File: src/rtl/gpu_pkg.sv
// Shared GPU raster definitions: screen geometry, field widths and the pixel record.
// The framebuffer is row-major, one word per pixel.
package gpu_pkg;
   localparam int WIDTH_BITS   = 10;
   localparam int HEIGHT_BITS  = 9;
   localparam int CHANNEL_BITS = 8;
   localparam int WIDTH        = 640;
   localparam int HEIGHT       = 480;
   localparam int ADDR_BITS    = 19;

   typedef struct packed {
      logic [WIDTH_BITS-1:0]   x;
      logic [HEIGHT_BITS-1:0]  y;
      logic [CHANNEL_BITS-1:0] r;
      logic [CHANNEL_BITS-1:0] g;
      logic [CHANNEL_BITS-1:0] b;
   } pixel_t;

   // Y*640 + X built from two shifts so no multiplier is inferred.
   function automatic logic [ADDR_BITS-1:0] pix_addr(input logic [WIDTH_BITS-1:0]  x,
                                                     input logic [HEIGHT_BITS-1:0] y);
      logic [ADDR_BITS-1:0] yw;
      yw = ADDR_BITS'(y);
      return (yw << 9) + (yw << 7) + ADDR_BITS'(x);
   endfunction
endpackage

File: src/rtl/gpu_pixel_fifo.sv
// Small synchronous FIFO of pixel records; full/empty come straight from the
// occupancy register so ready never depends combinationally on a same-cycle pop.
module gpu_pixel_fifo
   import gpu_pkg::*;
#(
   parameter int FIFO_DEPTH = 4
) (
   input  logic   clk,
   input  logic   n_rst,
   input  logic   push_i,
   input  pixel_t data_i,
   input  logic   pop_i,
   output pixel_t data_o,
   output logic   full_o,
   output logic   empty_o
);
   localparam int PW = $clog2(FIFO_DEPTH);

   pixel_t        mem_q [FIFO_DEPTH];
   logic [PW-1:0] wr_q, wr_d, rd_q, rd_d;
   logic [PW:0]   cnt_q, cnt_d;
   logic          do_push, do_pop;

   assign full_o  = (cnt_q == (PW+1)'(FIFO_DEPTH));
   assign empty_o = (cnt_q == '0);
   assign do_push = push_i & ~full_o;
   assign do_pop  = pop_i & ~empty_o;
   assign data_o  = mem_q[rd_q];

   always_comb begin
      wr_d  = wr_q;
      rd_d  = rd_q;
      cnt_d = cnt_q;
      if (do_push) wr_d = wr_q + 1'b1;
      if (do_pop)  rd_d = rd_q + 1'b1;
      if (do_push && !do_pop) cnt_d = cnt_q + 1'b1;
      if (!do_push && do_pop) cnt_d = cnt_q - 1'b1;
   end

   always_ff @(posedge clk) begin
      if (!n_rst) begin
         wr_q  <= '0;
         rd_q  <= '0;
         cnt_q <= '0;
      end else begin
         wr_q  <= wr_d;
         rd_q  <= rd_d;
         cnt_q <= cnt_d;
      end
   end

   always_ff @(posedge clk) begin
      if (do_push) mem_q[wr_q] <= data_i;
   end
endmodule

File: src/rtl/gpu_pixel_writer.sv
// Rasterizer pixel sink: clips off-screen pixels, buffers the rest and issues one
// framebuffer write per pixel over a req/ack handshake.
module gpu_pixel_writer
   import gpu_pkg::*;
#(
   parameter int FIFO_DEPTH = 4
) (
   input  logic                      clk,
   input  logic                      n_rst,
   input  logic                      pix_valid,
   output logic                      pix_ready,
   input  logic [WIDTH_BITS-1:0]     X,
   input  logic [HEIGHT_BITS-1:0]    Y,
   input  logic [CHANNEL_BITS-1:0]   r_i,
   input  logic [CHANNEL_BITS-1:0]   g_i,
   input  logic [CHANNEL_BITS-1:0]   b_i,
   output logic                      mem_req,
   output logic [ADDR_BITS-1:0]      mem_addr,
   output logic [3*CHANNEL_BITS-1:0] mem_data,
   input  logic                      mem_ack,
   output logic                      busy,
   output logic [7:0]                clip_count
);
   typedef enum logic {IDLE, REQ} state_t;

   state_t                    state_q, state_d;
   logic                      req_q, req_d;
   logic [ADDR_BITS-1:0]      addr_q, addr_d;
   logic [3*CHANNEL_BITS-1:0] data_q, data_d;
   logic [7:0]                clip_q, clip_d;
   logic                      full, empty, pop, accept, in_range;
   pixel_t                    head, pix_in;

   assign pix_in   = '{x: X, y: Y, r: r_i, g: g_i, b: b_i};
   assign in_range = (X < WIDTH_BITS'(WIDTH)) && (Y < HEIGHT_BITS'(HEIGHT));
   assign accept   = pix_valid & pix_ready;

   gpu_pixel_fifo #(.FIFO_DEPTH(FIFO_DEPTH)) u_fifo (
      .clk     (clk),
      .n_rst   (n_rst),
      .push_i  (accept & in_range),
      .data_i  (pix_in),
      .pop_i   (pop),
      .data_o  (head),
      .full_o  (full),
      .empty_o (empty)
   );

   always_comb begin
      state_d = state_q;
      req_d   = req_q;
      addr_d  = addr_q;
      data_d  = data_q;
      pop     = 1'b0;
      case (state_q)
         IDLE: if (!empty) begin
            pop     = 1'b1;
            req_d   = 1'b1;
            state_d = REQ;
         end
         REQ: if (mem_ack) begin
            if (!empty) begin
               pop = 1'b1;
            end else begin
               req_d   = 1'b0;
               state_d = IDLE;
            end
         end
         default: state_d = IDLE;
      endcase
      if (pop) begin
         addr_d = pix_addr(head.x, head.y);
         data_d = {head.r, head.g, head.b};
      end
   end

   // Off-screen pixels (including the rasterizer idle value) only bump this counter.
   assign clip_d = (accept && !in_range && clip_q != 8'hFF) ? clip_q + 8'd1 : clip_q;

   always_ff @(posedge clk) begin
      if (!n_rst) begin
         state_q <= IDLE;
         req_q   <= 1'b0;
         addr_q  <= '0;
         data_q  <= '0;
         clip_q  <= '0;
      end else begin
         state_q <= state_d;
         req_q   <= req_d;
         addr_q  <= addr_d;
         data_q  <= data_d;
         clip_q  <= clip_d;
      end
   end

   assign pix_ready  = ~full;
   assign mem_req    = req_q;
   assign mem_addr   = addr_q;
   assign mem_data   = data_q;
   assign busy       = (state_q == REQ) | ~empty;
   assign clip_count = clip_q;
endmodule

File: config.mk
export PLATFORM = sky130hd
export DESIGN_NAME = gpu_pixel_writer
export DESIGN_NICKNAME = d
export VERILOG_FILES = /design/src/rtl/gpu_pkg.sv /design/src/rtl/gpu_pixel_fifo.sv /design/src/rtl/gpu_pixel_writer.sv
export SDC_FILE = /design/constraint.sdc
export NUM_CORES = 1
export LEC_CHECK = 0
export CORE_MARGIN = 3
export CORE_UTILIZATION = 56
export CTS_CLUSTER_DIAMETER = 150
export DETAILED_ROUTE_END_ITERATION = 8
export PLACE_DENSITY = 0.79
export SETUP_SLACK_MARGIN = 0.1
export SYNTH_ARGS = -nofsm -noshare
export SYNTH_HDL_FRONTEND = slang
export SYNTH_SLANG_ARGS = --single-unit
File: constraint.sdc
create_clock -name clk -period 4.2 [get_ports clk]
set_input_delay 1.05 -clock clk [delete_from_list [all_inputs] [get_ports clk]]
set_output_delay 1.05 -clock clk [all_outputs]
set_load 0.02 [all_outputs]
== Word level (Yosys, flattened, before mapping) ==
Memories as Yosys holds them, arrays and structs flattened. A register that Yosys moved wholly into a read port is not among the register bits.
Cells that the tools add are included.
Storage, ports and cells
  ROM bits: 0
  output and inout port bits: 54
  flip-flop bits (word level): 60
  word-level logic and storage cells: 57
  input port bits: 47
  bits in latches: 0
  bits in writable memories: 172
  memories: 1
Memory list
  u_fifo.mem_q: words 4, bits a word 43, read ports 1, clocked after memory_dff 1, write ports 1, line gpu_pixel_fifo.sv:19  | pixel_t mem_q [FIFO_DEPTH];
Operators by class
  multipliers: 0
  div/mod/pow operators: 0
  bitwise logic cells: 8
  muxes and demuxes: 15
  shift operators: 0
  reduce and logical (&&, ||, !) cells: 11
  add/sub/neg operators: 7
  order comparisons: 2
  equality and inequality tests: 5
Operators by type and width (count)
  $add A18 B16 Y19: 1
  $add A19 B10 Y19: 1
  $lt A10 B10 Y1 const B: 1
  $lt A9 B9 Y1 const B: 1
  $add A8 B1 Y8 const B: 1
  $mux W1: 8
  $ne A8 B8 Y1 const B: 1
  $mux W3: 2
  $pmux W1 S2: 3
  $logic_and A1 B1 Y1: 5
  $add A2 B1 Y2 const B: 2
  $and A1 B1 Y1: 4
  $mux W2: 2
  $ne A2 B2 Y1 const B: 2
  $add A3 B1 Y3 const B: 1
  $eq A3 B3 Y1 const B: 1
  $logic_not A1 Y1: 3
  $logic_not A3 Y1: 1
  $not A1 Y1: 3
  $reduce_and A3 Y1: 1
  $sub A3 B1 Y3 const B: 1
  $ne A2 B1 Y1 const B: 1
  $reduce_bool A2 Y1: 1
  $or A1 B1 Y1: 1

== Longest topological paths before layout ==
Gate-level depths: netlist of the first run.
  depth in word-level cells: 9
  depth in mapped cells: 12
  mapped depth without buffers: 10

== Modules after synthesis ==
A second synthesis of the first run with hierarchy kept.
Second synthesis, totals
  cells, all modules: 589
  area, all modules: 9237.6 um^2
By module, submodules not included
  gpu_pixel_fifo: cells each 279, instances 1, area an instance 6742.7 um^2, sequential area each 5345.1 um^2
  gpu_pixel_writer: cells each 310, instances 1, area an instance 2494.9 um^2, sequential area each 1061.0 um^2

== Worst setup path after synthesis of the first run ==
No wires, ideal clock.
  path kind: input-to-reg
  from: in X[8]
  to: mem u_fifo.mem_q[0][0] in the netlist's numbering, enable pin
  buffers on the path: 1
  data arrival time: 2.725 ns
  stages on the path: 4
  setup time: 0.405 ns
  required time: 3.795 ns
  slack: 1.070 ns
  cell sequence: o21ai_2 and4_1 clkbuf_1 and2_1
On the way
  word-level cells in the longest chain between the ends: 6
RTL lines
  start: declaration: line gpu_pixel_writer.sv:12  | input logic [WIDTH_BITS-1:0] X,
  $lt A10 B10 Y1: line gpu_pixel_writer.sv:35  | assign in_range = (X < WIDTH_BITS'(WIDTH)) && (Y < HEIGHT_BITS'(HEIGHT));
  $logic_and A1 B1 Y1: line gpu_pixel_writer.sv:35
  $and A1 B1 Y1: line gpu_pixel_writer.sv:41  | .push_i (accept & in_range),
  $and A1 B1 Y1: line gpu_pixel_fifo.sv:26  | assign do_push = push_i & ~full_o;
  $mux W1: line gpu_pixel_fifo.sv:53  | if (do_push) mem_q[wr_q] <= data_i;
  $mux W1 (not written as such): line gpu_pixel_fifo.sv:53
  end: declaration: line gpu_pixel_fifo.sv:19
No other way between the ends.

==> impl_metrics.toml, run 1 <==
[outcome]
status = "finished, final reports clean"

[global_route]
antenna_found_initial = 0
grt-ovfl-total = 0
grt_pass1_wl_um = 29490
grt_max_degree = 48
grtUsageTotal_pct = 21.03
first_global_vias = 5592

[cells_and_area]
area_growth_pct = 22.38
fill_cells = 1076
seqCellArea_um2 = 6411
n_antenna_cell = 0
fin_cells = 928
multi_input_area_um2 = 2572
drive_gt1_share_pct = 15.17
fin_area_um2 = 11250
final_nets = 768

[timing]
setup_viol = 0
min_period_ns = 3.473
relSlewSlack_pct = 40.94
worstMarginPinSlew_ns = 0.8846
drv_slew = 0
final-hold-violation-count = 0
period_share_pct = 82.69
setup_tns_ns = 0
finClkSkew_ns = 0.01288
rsz0062_at_grt = "false"
fmax_ghz = 0.2879

[synthesis]
synth-main-ff-cell = "edfxtp_1"
syn_area_per_cell_um2 = 15.68
yosys_warnings = 0
yosysMostFrequentCell = "edfxtp_1"
async_reset_ff_share_pct = 0
synth-edff-count = 172
synth_cells = 586
synth_top_area_share_pct = 56.20
syn_area_um2 = 9190
synthTopCellsByCount = "172 x edfxtp_1, 87 x nand2_1, 62 x dfxtp_1"
yosysSeqAreaShare_pct = 69.71
ys_seq_elements = 234
yosys.area.top_type = "edfxtp_1"
ys_types = 47
synth_area_leaders = "edfxtp_1 56%, dfxtp_1 14%, mux4_2 11%, nand2_1 3.6%, ha_1 3.3%"
syn-num-nets = 660

[die]
die_h_um = 134.1
initial_core_util_pct = 57.44
dieArea_um2 = 17980
core_area_um2 = 16000
pin_count = 101
fp.dieW_um = 134.1
rows = 46

[placement]
dp_hpwl_um = 12090
place_area_um2 = 10440
place_inst = 884
io_buffers = 100
gp_congestion = 0.8076

[power_and_ir_drop]
switching_power_w = 0.002593
ir_drop_mv = 0.4612
intPower_w = 0.005235
power_frac_comb_pct = 34.9
power.share.switching_pct = 33.13
pwr-share-clk_pct = 27.0
p_seq_share_pct = 38.1
p_per_area_nw_per_um2 = 696.0
p_leak_nw = 3.823

[clock_network]
cts_setup_buffers = 0
numCtsBuffers = 24
tritoncts = "yes"
h-tree-depth = 1
ctsHoldBuffers = 0
clock_tree.root_cell = "clkbuf_16"
cts_sinks = 234
ctsResizeCount = 0
clkLatencyLatePin_ns = 0.51
ctsLongestPathBuffers = 3
clk_pin_slew_ns = 0.06

[critical_path]
cpLargestDelayFamily = "compound AO/OA/AOI/OAI gates"
end_kind = "register"
max_stage_delay_ns = 0.67
cp.required_ns = 4.62
critPathKind = "register to register"
cp_data_arrival_time_ns = 3.90
crit_slowest_cell = "dfxtp_4"
cp.buffers_inverters = 2
cp_common_cell = "inv_1"
start_kind = "register"
crit_path_cell_trace = "mux4_2 -> inv_1 -> fa_1 -> inv_1 -> ha_1 -> a211oi_1 -> o21ai_0 -> xnor2_1 -> nand2_1 -> a21oi_1"
critPathMaxFanout = 24

[drt]
wirelength_um = 18750
routedWlPerCell_um = 20.20
via_per_inst = 5.752
postRouteAntennaNets = 0
drt_first_pass_iters = 5
via_count = 5338
first_iter_violations = 388
drc = 0

[min_path]
hold_path.class = "register to register"

[job]
maxCapViolations = 0
==> registers in the layout, summed over array words and instances (netlist names), named ones only <==
name,count
state_q,1
u_fifo.mem_q,172
mem_data,24
clip_count,8
u_fifo.cnt_q,3
mem_addr,19
mem_req,1
u_fifo.rd_q,2
u_fifo.wr_q,2
==> per-stage QoR <==
stage	hold WS [ns]	total power (W)	setup WS (ns)	utilization (%)
2_1_floorplan	0.4745	0.004889	1.070	-
3_3_place_gp	0.4426	0.005627	0.7153	65.26
3_5_place_dp	0.4480	0.005754	0.5915	65.26
4_1_cts	0.4558	0.007884	0.7325	70.29
5_1_grt	0.4709	0.008249	0.4539	70.29
6_report	0.4523	0.007828	0.7268	70.29
==> worst register-to-register path: cells and delay by family, from the launching register on <==
kind	cells	cell delay (ns)
AO/OA/AOI/OAI	3	0.91
flip-flops	1	0.67
adder cells (fa/ha/maj)	2	0.67
multiplexers	1	0.62
XOR/XNOR	1	0.22
buffers and inverters	2	0.21
AND/OR/NAND/NOR	1	0.08
==> cell usage in the layout, fill, tap and decap left out, types with 16 or more instances in the layout <==
master and instances:
edfxtp_1 172, clkdlybuf4s50_1 100, nand2_1 87, dfxtp_1 60, a21oi_1 53, mux4_2 43, clkbuf_16 25, ha_1 24
nor2_1 18, inv_1 16
==> kinds of logic (layout without fill, tap and decap cells) <==
group / after synthesis / count (layout) / synth area share [%]
buffers and inverters: 47 / 173 / 2.383
AND/OR/NAND/NOR: 138 / 138 / 6.590
XOR/XNOR: 12 / 12 / 1.144
adder cells (fa/ha/maj): 27 / 27 / 3.921
multiplexers: 48 / 48 / 11.08
flip-flops: 234 / 234 / 69.71
AO/OA/AOI/OAI: 80 / 80 / 5.174
==> path summary, 6_finish.rpt <==
| path | from | to | slack, ns | depth (start not counted) |
|---|---|---|---|---|
| worst max-delay path | register | mem_addr[13] | 0.73 | 10 |
| worst min-delay path | mem_addr[1] | mem_addr[1] | 0.45 | 2 |
| worst max register to register | register | mem_addr[13] | 0.73 | 10 |
| worst min register to register | mem_addr[1] | mem_addr[1] | 0.45 | 2 |
==> layout make-up <==
type	count	share of cell area, %
clock buffers	31	6.030
clock inverters	13	1.124
inverters	18	0.6007
repair buffers	111	9.968
flip-flops and latches	234	57.00
multi-input cells	305	22.87
well taps	216	2.403
==> power by group through the flow <==
stage	combinational, W	clock [W]	sequential [W]
4_1_cts	0.00274	0.00215	0.00299
5_1_grt	0.00299	0.00224	0.00302
6_report	0.00273	0.00211	0.00298
3_5_place_dp	0.00272	0	0.00304
3_3_place_gp	0.00261	0	0.00302
2_1_floorplan	0.00179	0	0.00310
==> layer usage <==
metal,part of all wire [%],track usage (%),vias up
li1,-,-,2419
met1,39,25.36,2694
met2,53,38.35,177
met3,5.8,3.751,48
met4,2.8,7.183,0
met5,0,0,-
Note: power is estimated with default switching activity, not from simulation.
==> run 2, diff against run 1 <==
- clock period: 4.2 -> 3.2 ns (I/O delays scaled with it)
==> run 2 against run 1 <==
Compared with the run above: clock power increased by 35%; final area is 1.5% higher; fmax up 16%; first-iteration DRC count up 20%; critical endpoint is now mem_addr[14]; combinational power grew 37%; global-route usage is 0.97 points higher; wire length grew 3.3%; critical path depth is 2 lower; clock skew up 0.0059 ns; critical path type unchanged; setup slack worse by 0.52 ns; worst hold slack better by 0.0049 ns.
==> impl_metrics.toml, run 2 (same netlist as run 1, synthesis figures left out) <==
[cells_and_area]
final_nets = 778
fill_cells = 1053
mostFrequentLayoutCell = "edfxtp_1"
drive_gt1_share_pct = 16.34
n_antenna_cell = 0
largest_reg_flops = 172
multi_input_area_um2 = 2581
fin_area_um2 = 11410
area_growth_pct = 24.18
seqCellArea_um2 = 6411
final_cell_mix = "172 x edfxtp_1, 100 x clkdlybuf4s50_1, 87 x nand2_1, 60 x dfxtp_1, 52 x a21oi_1"
regMostFlops = "u_fifo.mem_q"

[critical_path]
cpLargestDelayFamily = "adder cells"
rr_worst_depth = 8
critPathMaxFanout = 10
start_kind = "register"
r2r_end = "mem_addr[14]"
cp.buffers_inverters = 0
critPathKind = "register to register"
cp.depth = 8
reg2reg_slack_ns = 0.21
end_kind = "register"
cp.required_ns = 3.62
cp_data_arrival_time_ns = 3.40
max_stage_delay_ns = 0.55
crit_path_cell_trace = "mux4_2 -> ha_1 -> ha_1 -> fa_1 -> a21o_1 -> a21boi_1 -> o21bai_1 -> o311ai_1"
cp_common_cell = "ha_1"
crit_path_end = "mem_addr[14]"
crit_slowest_cell = "mux4_2"

[clock_network]
h-tree-depth = 1
ctsLongestPathBuffers = 3
numCtsBuffers = 24
cts_sinks = 234
clkLatencyLatePin_ns = 0.51
clk_pin_slew_ns = 0.06
ctsHoldBuffers = 0
tritoncts = "yes"
clock_tree.root_cell = "clkbuf_16"

[drt]
drc = 0
first_iter_violations = 467
via_per_inst = 5.706
routedWlPerCell_um = 20.65
postRouteAntennaNets = 0
drt_first_pass_iters = 4
via_count = 5352
wirelength_um = 19370

[timing]
setup_tns_ns = 0
drv_slew = 0
relSlewSlack_pct = 62.83
min_period_ns = 2.989
final-hold-violation-count = 0
setup_viol = 0
fmax_ghz = 0.3346
rsz0062_at_grt = "false"
period_share_pct = 93.40
finClkSkew_ns = 0.01881
worstMarginPinSlew_ns = 0.5576

[global_route]
antenna_found_initial = 0
grt_pass1_wl_um = 30840
grt-ovfl-total = 0
first_global_vias = 5671
grt_max_degree = 48
grtUsageTotal_pct = 22.00

[die]
die_h_um = 134.1
pin_count = 101
initial_core_util_pct = 57.44
rows = 46
core_area_um2 = 16000
fp.dieW_um = 134.1
dieArea_um2 = 17980

[power_and_ir_drop]
ir_drop_mv = 0.5446
p_leak_nw = 3.908
p_per_area_nw_per_um2 = 915.1

[min_path]
hold_path.class = "register to register"

[placement]
dp_hpwl_um = 11710
place_area_um2 = 10580
io_buffers = 100
gp_congestion = 0.8326

[job]
maxCapViolations = 0

[outcome]
status = "finished, final reports clean"
[run 2: worst min-delay path, stage by stage, from the launching register on]
cell	delay (ns)
dfxtp_1	0.30
nand2_1	0.05
a21oi_1	0.05
[run 2: worst min-delay path by stage]
stage / slack [ns] / depth (start not counted) / start / endpoint
2_1_floorplan: 0.47 / 2 / state_q / state_q
3_3_place_gp: 0.44 / 2 / mem_data[12] / mem_data[12]
3_5_place_dp: 0.45 / 2 / mem_data[15] / mem_data[15]
6_report: 0.46 / 2 / mem_addr[2] / mem_addr[2]
4_1_cts: 0.46 / 2 / mem_addr[0] / mem_addr[0]
5_1_grt: 0.48 / 2 / mem_addr[0] / mem_addr[0]
[run 2: power by group]
part	leakage (nW)	switching, W	internal [W]	total [W]
clock network	0.397	0.00112	0.00172	0.00284
logic	1.44	0.00209	0.00165	0.00375
registers	2.07	0.000227	0.00363	0.00386
[run 2: area by class of cell]
cell class | instances | share of cell area [%]
Multi-Input combinational cell | 305 | 22.62
Tap cell | 216 | 2.368
Inverter | 18 | 0.5920
Sequential cell | 234 | 56.18
Timing Repair Buffer | 121 | 11.14
Clock inverter | 11 | 1.184
Clock buffer | 33 | 5.920
[run 2: routing by layer]
metal | vias to the layer above | wire (um) | GRT usage, %
li1 | 2441 | - | -
met1 | 2713 | 7738 | 28.13
met2 | 164 | 10210 | 39.16
met3 | 34 | 1017 | 3.638
met4 | 0 | 403 | 6.448
met5 | - | 0 | 0
[run 2: through the flow]
step / hold WS [ns] / setup slack (ns) / power, W / instances / util, %
floorplan: 0.4745 / 0.1193 / 0.006417 / 586 / -
finish: 0.4572 / 0.2114 / 0.01044 / 938 / 71.32
global placement: 0.4418 / 0.1875 / 0.007412 / 892 / 66.11
global route: 0.4814 / 0.1025 / 0.01099 / 938 / 71.32
detailed placement: 0.4462 / 0.09292 / 0.007553 / 892 / 66.11
CTS: 0.4587 / 0.1522 / 0.01046 / 936 / 71.18
[run 2: timing repair]
item	CTS	global route
endpoints found under the setup margin	1	6
setup buffers	0	2
endpoints found under the hold margin	0	0
resized for setup	1	2
